===== config.mk =====
export PLATFORM = sky130hd
export DESIGN_NAME = top
export DESIGN_NICKNAME = d
export VERILOG_FILES = /design/src/rtl/top_pkg.sv /design/src/rtl/btn_debounce.sv /design/src/rtl/top.sv
export SDC_FILE = /design/constraint.sdc
export NUM_CORES = 1
export LEC_CHECK = 0
export ABC_CLOCK_PERIOD_IN_PS = 4880
export CAP_MARGIN = 20
export CELL_PAD_IN_SITES_DETAIL_PLACEMENT = 1
export CELL_PAD_IN_SITES_GLOBAL_PLACEMENT = 2
export CORE_MARGIN = 8
export CORE_UTILIZATION = 25
export DETAILED_ROUTE_END_ITERATION = 12
export PLACE_DENSITY = 0.62
export SETUP_SLACK_MARGIN = 0.2
export SLEW_MARGIN = 5
export SYNTH_ARGS = -nofsm -noshare
export SYNTH_HDL_FRONTEND = slang
export SYNTH_SLANG_ARGS = --single-unit

===== constraint.sdc =====
create_clock -name clk -period 4.88 [get_ports clk]
set_input_delay 0.488 -clock clk [delete_from_list [all_inputs] [get_ports clk]]
set_output_delay 0.488 -clock clk [all_outputs]
set_load 0.05 [all_outputs]

===== src/rtl/top_pkg.sv =====
// Shared types and constants for the button-driven LED mode controller.
package top_pkg;

   localparam int unsigned NUM_BTN          = 3;
   localparam int unsigned DEBOUNCE_CNT_DEF = 500000;
   localparam int unsigned BLINK_DIV_DEF    = 12500000;

   typedef enum logic [1:0] {
      MODE_OFF   = 2'd0,
      MODE_BLINK = 2'd1,
      MODE_ALT   = 2'd2,
      MODE_ON    = 2'd3
   } mode_e;

   // LED pattern for a given mode and blink phase
   function automatic logic [1:0] led_pattern(input mode_e mode, input logic phase);
      logic [1:0] pat;
      pat = 2'b00;
      case (mode)
         MODE_OFF:   pat = 2'b00;
         MODE_BLINK: pat = {1'b0, phase};
         MODE_ALT:   pat = {phase, ~phase};
         MODE_ON:    pat = 2'b11;
         default:    pat = 2'b00;
      endcase
      return pat;
   endfunction

endpackage


===== src/rtl/btn_debounce.sv =====
// One button: 2-flop synchronizer, counter debouncer, registered rise pulse.
module btn_debounce #(
   parameter int unsigned DEBOUNCE_CNT = 4
) (
   input  logic i_clk,
   input  logic i_rst_n,
   input  logic i_btn,
   output logic o_press
);

   // Counter only ever holds 0..DEBOUNCE_CNT-1; it clears on reaching DEBOUNCE_CNT
   localparam int unsigned CNT_W = (DEBOUNCE_CNT > 1) ? $clog2(DEBOUNCE_CNT) : 1;

   logic             r_sync1;
   logic             r_sync2;
   logic             r_stable;
   logic             r_stable_d;
   logic [CNT_W-1:0] r_cnt;
   logic             r_press;
   logic             w_last;

   assign w_last  = (r_cnt == CNT_W'(DEBOUNCE_CNT - 1));
   assign o_press = r_press;

   // Synchronize the raw level into the clock domain
   always_ff @(posedge i_clk) begin
      if (!i_rst_n) begin
         r_sync1 <= 1'b0;
         r_sync2 <= 1'b0;
      end else begin
         r_sync1 <= i_btn;
         r_sync2 <= r_sync1;
      end
   end

   // Accept a new level only after DEBOUNCE_CNT consecutive differing samples
   always_ff @(posedge i_clk) begin
      if (!i_rst_n) begin
         r_stable <= 1'b0;
         r_cnt    <= '0;
      end else if (r_sync2 == r_stable) begin
         r_cnt <= '0;
      end else if (w_last) begin
         r_stable <= r_sync2;
         r_cnt    <= '0;
      end else begin
         r_cnt <= r_cnt + CNT_W'(1);
      end
   end

   // One-cycle pulse on a stable 0->1 transition only
   always_ff @(posedge i_clk) begin
      if (!i_rst_n) begin
         r_stable_d <= 1'b0;
         r_press    <= 1'b0;
      end else begin
         r_stable_d <= r_stable;
         r_press    <= r_stable & ~r_stable_d;
      end
   end

endmodule


===== src/rtl/top.sv =====
// Three debounced buttons select one of four LED modes; two modes blink.
module top
   import top_pkg::*;
#(
   parameter int unsigned DEBOUNCE_CNT = DEBOUNCE_CNT_DEF,
   parameter int unsigned BLINK_DIV    = BLINK_DIV_DEF
) (
   input  logic               clk,
   input  logic               rst_n,
   input  logic [NUM_BTN-1:0] btn,
   output logic [1:0]         led
);

   localparam int unsigned BLINK_W = $clog2(BLINK_DIV);

   logic [NUM_BTN-1:0] w_press;
   mode_e              r_mode;
   mode_e              w_mode_nxt;
   logic               w_mode_chg;
   logic [BLINK_W-1:0] r_blink_cnt;
   logic               r_phase;
   logic [1:0]         r_led;

   assign led = r_led;

   for (genvar g = 0; g < NUM_BTN; g++) begin : g_btn
      btn_debounce #(
         .DEBOUNCE_CNT (DEBOUNCE_CNT)
      ) u_btn_debounce (
         .i_clk   (clk),
         .i_rst_n (rst_n),
         .i_btn   (btn[g]),
         .o_press (w_press[g])
      );
   end

   // Next mode: btn[2] forces OFF, btn[0]/btn[1] step up/down, both together cancel
   always_comb begin
      w_mode_nxt = r_mode;
      if (w_press[2]) begin
         w_mode_nxt = MODE_OFF;
      end else if (w_press[0] && !w_press[1]) begin
         w_mode_nxt = mode_e'(2'(r_mode) + 2'd1);
      end else if (w_press[1] && !w_press[0]) begin
         w_mode_nxt = mode_e'(2'(r_mode) - 2'd1);
      end
      w_mode_chg = (w_mode_nxt != r_mode);
   end

   // Mode register
   always_ff @(posedge clk) begin
      if (!rst_n) begin
         r_mode <= MODE_OFF;
      end else begin
         r_mode <= w_mode_nxt;
      end
   end

   // Blink divider; restarts from phase 0 whenever the mode changes
   always_ff @(posedge clk) begin
      if (!rst_n) begin
         r_blink_cnt <= '0;
         r_phase     <= 1'b0;
      end else if (w_mode_chg) begin
         r_blink_cnt <= '0;
         r_phase     <= 1'b0;
      end else if (r_blink_cnt == BLINK_W'(BLINK_DIV - 1)) begin
         r_blink_cnt <= '0;
         r_phase     <= ~r_phase;
      end else begin
         r_blink_cnt <= r_blink_cnt + BLINK_W'(1);
      end
   end

   // Registered LED drive from current mode and phase
   always_ff @(posedge clk) begin
      if (!rst_n) begin
         r_led <= 2'b00;
      end else begin
         r_led <= led_pattern(r_mode, r_phase);
      end
   end

endmodule


==> flow_summary.yaml, run 1 <==
clock_network:
  cts_tree: "done"
  cts_setup_buffers: 0
  cts_root_buf: "clkbuf_16"
  cts_resized: 0
  clk_pin_slew_ns: 0.07
  cts_made_buffers: 9
  clk_latency_ns: 0.35
  clock-sinks: 101
  postCtsHoldBufs: 0
  ctsLongestPathBuffers: 2
  cts_htree_levels: 3
setup_path:
  slowest_delay_ns: 0.52
  path_buf_inv: 1
  startpoint_type: "register"
  worstPathRequired_ns: 5.10
  critPathTopFamily: "simple AND/OR/NAND/NOR gates"
  endpoint_kind: "register"
  critPathArrivalTime_ns: 2.55
  crit_type: "register to register"
  crit_fanout: 16
  path_cells: "or4_1, or4_4, nor3_2, buf_4, a211oi_1"
  crit_slowest_cell: "or4_1"
grt:
  use_met3: 0.02431
  antenna_found_initial: 0
  use_met1: 0.1174
  grt.busiest_layer: "met2"
  grt_max_degree: 26
  globalRouteTotalUtil: 0.09798
  grt_pass1_wl_um: 17700
  use_met2: 0.1643
  grt_pass1_vias: 3743
  grt_overflow: 0
logic_synthesis:
  synth_edf_count: 0
  synth_area_um2: 4384
  ys.flop_type: "dfxtp_1"
  syn_area_per_cell_um2: 8.821
  synth.distinct_cells: 40
  yosys_warnings: 0
  ys_seq_elements: 101
  syn_inst: 497
  synthArstFlopShare: 0
  ys_seq_area_frac: 0.4612
  synth_nets: 509
floorplan:
  row_count: 48
  dieArea_um2: 22030
  initial_core_util: 0.2544
  die_h_um: 148.4
  boundaryPins: 7
  fp.dieW_um: 148.4
  coreArea_um2: 17240
drt:
  antenna_left: 0
  drtIter0Drc: 154
  wl_per_cell_um: 13.70
  via_per_inst: 4.797
  drt-total-wl_um: 10070
  drc_errors: 0
  vias: 3526
  firstDrtPassIters: 4
timing:
  hold_slack_ns: 0.3872
  fin_skew_ns: 0.007527
  worstMarginPinSlew_ns: 0.5101
  max_slew_margin: 0.6581
  drv_slew: 0
  tns_ns: 0
  hold_viol: 0
  finalSetupViolCount: 0
  fmaxAchievable_ghz: 0.4293
  fin_ws_ns: 2.551
  period_needed_ns: 2.329
  rsz0062_at_grt: "false"
  period_share: 0.4773
power_and_ir_drop:
  total_leakage_power_uw: 0.001458
  power_density_nw_per_um2: 344.5
  ir_drop_mv: 0.1500
outcome:
  outcome: "finished clean"
finish:
  layout.cells.non_filler: 735
  area_growth_pct: 15.70
  drive_above_1_share: 0.05490
  nets: 518
  diodes: 0
placement:
  dp_hpwl_um: 7033
  gp_congestion: 0.7224
  portBuffers: 6
  pre_cts_ws_ns: 2.541
  post-place-cells: 720
min_path:
  hp-class: "register to register"
run:
  maxCapViolCount: 0
-- synth_stat cells, types with 2 or more instances --
library cell / count / share of area
nor4b_1: 4 / 0.0080
inv_1: 18 / 0.015
buf_2: 2 / 0.0023
nand2_1: 32 / 0.027
xor2_1: 17 / 0.034
a211oi_1: 10 / 0.017
xnor2_1: 37 / 0.074
nor2_1: 52 / 0.045
o21bai_1: 3 / 0.0051
ha_1: 7 / 0.020
o21a_1: 2 / 0.0034
o31ai_1: 8 / 0.014
and3_1: 2 / 0.0029
nand2b_1: 2 / 0.0029
a21oi_1: 19 / 0.022
nor2b_1: 3 / 0.0043
nand3_1: 24 / 0.027
o21ai_0: 18 / 0.021
and4_1: 4 / 0.0080
nor3_1: 27 / 0.031
nor4_1: 15 / 0.021
or4_1: 13 / 0.022
dfxtp_1: 101 / 0.46
and2_1: 8 / 0.011
nand4_1: 19 / 0.027
nor4bb_1: 2 / 0.0046
or2_2: 5 / 0.0071
or3_1: 22 / 0.031
clkbuf_1: 10 / 0.0086
-- per-layer routing --
layer | wire length, µm | share of wire
met1 | 4972 | 0.49
met2 | 4675 | 0.46
met3 | 256 | 0.025
met4 | 168 | 0.017
met5 | 0 | 0
-- state kept, by name (all words and copies together) (netlist names) --
| name | cells |
|---|---|
| g_btn.u_btn_debounce.r_cnt | 57 |
| r_blink_cnt | 24 |
| g_btn.u_btn_debounce.o_press | 3 |
| g_btn.u_btn_debounce.r_stable | 3 |
| g_btn.u_btn_debounce.r_stable_d | 3 |
| g_btn.u_btn_debounce.r_sync1 | 3 |
| g_btn.u_btn_debounce.r_sync2 | 3 |
| led | 2 |
| r_mode | 2 |
| r_phase | 1 |
-- where the power goes --
group	internal (µW)	total [µW]	switching, µW	leakage (µW)
registers	831	837	5.61	0.000815
clock network	551	876	324	0.000172
logic	14.7	35.4	20.7	0.000471
-- cells in the final DEF (no fill, tap or decap), drive strengths merged, types with 2 or more instances in the layout --
master | synthesis | layout
dfxtp | 101 | 101
nor2 | 52 | 52
xnor2 | 37 | 37
nand2 | 32 | 32
nor3 | 28 | 28
nand3 | 24 | 24
or3 | 22 | 22
nand4 | 20 | 20
a21oi | 19 | 19
o21ai | 19 | 19
inv | 18 | 18
xor2 | 17 | 17
nor4 | 15 | 15
or4 | 14 | 14
a211oi | 10 | 10
clkbuf | 11 | 9
o31ai | 8 | 8
and2 | 8 | 8
ha | 7 | 7
clkdlybuf4s50 | 0 | 6
or2 | 5 | 5
buf | 2 | 5
and4 | 4 | 4
nor4b | 4 | 4
bufinv | 0 | 4
o21bai | 3 | 3
nor2b | 3 | 3
and3 | 2 | 2
nand2b | 2 | 2
nor4bb | 2 | 2
o21a | 2 | 2
-- logic make-up after synthesis --
family / Yosys count / share of synthesized area
multiplexers: 1 / 0.002283
adder cells (fa/ha/maj): 7 / 0.01998
flip-flops: 101 / 0.4612
AND/OR/NAND/NOR: 240 / 0.2948
XOR/XNOR: 54 / 0.1079
buffers and inverters: 31 / 0.02740
AO/OA/AOI/OAI: 63 / 0.08647
-- final cells by class --
type,instances,area [µm²]
repair buffers,11,97.59
multi-input cells,365,2242
fillers,1987,12160
clock inverters,6,136.4
inverters,18,67.56
clock buffers,9,225.2
well taps,225,281.5
flip-flops and latches,101,2022
-- path summary, 6_finish.rpt --
path	from	end	slack [ns]	depth (start not counted)
worst max-delay path	r_blink_cnt[14]$_SDFF_PP0_	r_blink_cnt[19]$_SDFF_PP0_	2.55	5
worst min-delay path	g_btn[2].u_btn_debounce.r_stable_d$_SDFF_PN0_	g_btn[2].u_btn_debounce.o_press$_SDFF_PN0_	0.39	1
worst max register to register	r_blink_cnt[14]$_SDFF_PP0_	r_blink_cnt[19]$_SDFF_PP0_	2.55	5
worst min register to register	g_btn[2].u_btn_debounce.r_stable_d$_SDFF_PN0_	g_btn[2].u_btn_debounce.o_press$_SDFF_PN0_	0.39	1
-- worst reg2reg max path, stage by stage (launching register included) --
cell and delay [ns]:
dfxtp_1 0.36, or4_1 0.52, or4_4 0.50, nor3_2 0.41, buf_4 0.33, a211oi_1 0.09
-- per-stage QoR --
step / power (µW) / instance area (µm²) / utilization
2_1_floorplan: 877.8 / 4384 / -
3_3_place_gp: 890.1 / 4711 / 0.2733
3_5_place_dp: 892.2 / 4711 / 0.2733
4_1_cts: 1782 / 5072 / 0.2943
5_1_grt: 1817 / 5072 / 0.2943
6_report: 1748 / 5072 / 0.2943
(Power assumes the default switching activity.)
==> run 2: changes to the inputs <==
ABC_CLOCK_PERIOD_IN_PS = 2360   (was 4880)
clock period = 2.36 ns   (was 4.88 ns; I/O delays follow)
==> run 2 against run 1 <==
Compared with the run above: design area barely moved; sequential share of layout area barely moved; wire length fell by 2.5%; worst hold slack got worse by 0.0013 ns; clock skew barely moved; clock power rose by 77%; core utilization barely moved; critical path depth fell by 1; first-iteration DRC count fell by 19%; non-clock buffer count rose by 6; largest cell class unchanged; largest power group is now registers.
==> flow_summary.yaml, run 2 (same netlist as run 1, synthesis figures left out) <==
finish:
  top_register: "g_btn.u_btn_debounce.r_cnt"
  largest_register_ffs: 57
  final_util: 0.2944
  mostFrequentLayoutCell: "dfxtp_1"
  area_growth_pct: 15.75
  layout_common_cells: "dfxtp_1, nor2_1, xnor2_1, nand2_1, nor3_1"
  diodes: 0
  multi_input_area_um2: 2253
  largestRegisters: "g_btn.u_btn_debounce.r_cnt: 57 flops, r_blink_cnt: 24 flops"
  fillCellCount: 2035
  fin_area_um2: 5075
  ff_latch_area_um2: 2022
  nets: 524
  layout.cells.non_filler: 742
  drive_above_1_share: 0.07350
clock_network:
  clock-sinks: 101
  clk_latency_ns: 0.35
  cts_htree_levels: 3
  ctsLongestPathBuffers: 2
  cts_made_buffers: 9
  cts_tree: "done"
  postCtsHoldBufs: 0
  cts_root_buf: "clkbuf_16"
  clk_pin_slew_ns: 0.07
drt:
  via_per_inst: 4.790
  wl_per_cell_um: 13.24
  drtIter0Drc: 125
  antenna_left: 0
  firstDrtPassIters: 4
  drt-total-wl_um: 9825
  drc_errors: 0
  vias: 3554
power_and_ir_drop:
  seqPwrFrac: 0.516
  power_density_nw_per_um2: 660.7
  p_clk_frac: 0.461
  netSwitchingFraction: 0.2214
  p_switching_uw: 742.4
  combPwrFrac: 0.023
  intPower_uw: 2611
  ir_drop_mv: 0.3241
  total_leakage_power_uw: 0.001468
setup_path:
  slowest_delay_ns: 0.53
  path_cells: "or4_1, or4_4, or4_1, a21oi_1"
  worstPathRequired_ns: 2.64
  crit_slowest_cell: "or4_1"
  ff2ff_setup_slack_ns: 0.33
  startpoint_type: "register"
  path_buf_inv: 0
  endpoint_kind: "register"
  crit_fanout: 6
  critPathTopFamily: "simple AND/OR/NAND/NOR gates"
  crit_type: "register to register"
  worst_path_most_repeated_cell: "or4_1"
  critPathArrivalTime_ns: 2.32
grt:
  grt_pass1_wl_um: 17500
  grt_max_degree: 26
  grt_pass1_vias: 3663
  grt_overflow: 0
  globalRouteTotalUtil: 0.09681
  antenna_found_initial: 0
floorplan:
  dieArea_um2: 22030
  die_h_um: 148.4
  fp.dieW_um: 148.4
  row_count: 48
  boundaryPins: 7
  coreArea_um2: 17240
  initial_core_util: 0.2544
placement:
  placed_area_um2: 4756
  portBuffers: 6
  post-place-cells: 726
  gp_congestion: 0.7181
  dp_hpwl_um: 7024
timing:
  fmaxAchievable_ghz: 0.4917
  finalSetupViolCount: 0
  worstMarginPinSlew_ns: 0.4944
  hold_viol: 0
  max_slew_margin: 0.6694
  drv_slew: 0
  tns_ns: 0
  rsz0062_at_grt: "false"
  period_needed_ns: 2.034
  fin_skew_ns: 0.007373
  period_share: 0.8617
min_path:
  hp-class: "register to register"
outcome:
  outcome: "finished clean"
run:
  maxCapViolCount: 0
## run 2: changes by cell type in the layout (fill, tap and decap cells not counted), sizes merged
cell and delta:
buf +6, bufinv -3, clkbuf +1, clkinv +1, inv +2
## run 2: layout make-up
class	instances	area share
Inverter	18	0.01331
Clock inverter	6	0.01356
Clock buffer	10	0.04709
Timing Repair Buffer	17	0.02811
Sequential cell	101	0.3984
Tap cell	225	0.05547
Multi-Input combinational cell	365	0.4440
## run 2: power groups by stage
stage               logic [µW]  registers, µW  clock network (µW)
detailed placement        78.5           1770                   0
global route              90.3           1730                1680
finish                    76.0           1730                1550
global placement          76.1           1770                   0
CTS                       79.1           1730                1620
floorplan                 43.1           1770                   0
## run 2: repair_timing
item | 4_1_cts | 5_1_grt
setup endpoints to repair | 1 | 5
buffers inserted | 0 | 0
pin swaps | 0 | 1
resized for setup | 1 | 2
## run 2: stage by stage
stage | setup slack [ns] | hold WS [ns] | power [µW]
after detailed placement | 0.1730 | 0.3837 | 1848
after CTS | 0.2348 | 0.3945 | 3433
after global placement | 0.2389 | 0.3721 | 1845
after floorplan | 0.3955 | 0.3633 | 1815
after global routing | 0.2054 | 0.4008 | 3504
final | 0.3263 | 0.3859 | 3353
## run 2: routing by layer
layer	wire, µm	vias up	track usage
met1	4992	1721	0.1232
met2	4452	15	0.1514
met3	219	11	0.02522
met4	161	0	0.04182
met5	0	-	0
li1	-	1807	-
## run 2: path summary, 6_finish.rpt
| path | from | endpoint | cells past startpoint |
|---|---|---|---|
| max | r_blink_cnt[14]$_SDFF_PP0_ | r_phase$_SDFFE_PP0N_ | 4 |
| min | g_btn[0].u_btn_debounce.r_stable_d$_SDFF_PN0_ | g_btn[0].u_btn_debounce.o_press$_SDFF_PN0_ | 1 |
| max reg2reg | r_blink_cnt[14]$_SDFF_PP0_ | r_phase$_SDFFE_PP0N_ | 4 |
| min reg2reg | g_btn[0].u_btn_debounce.r_stable_d$_SDFF_PN0_ | g_btn[0].u_btn_debounce.o_press$_SDFF_PN0_ | 1 |
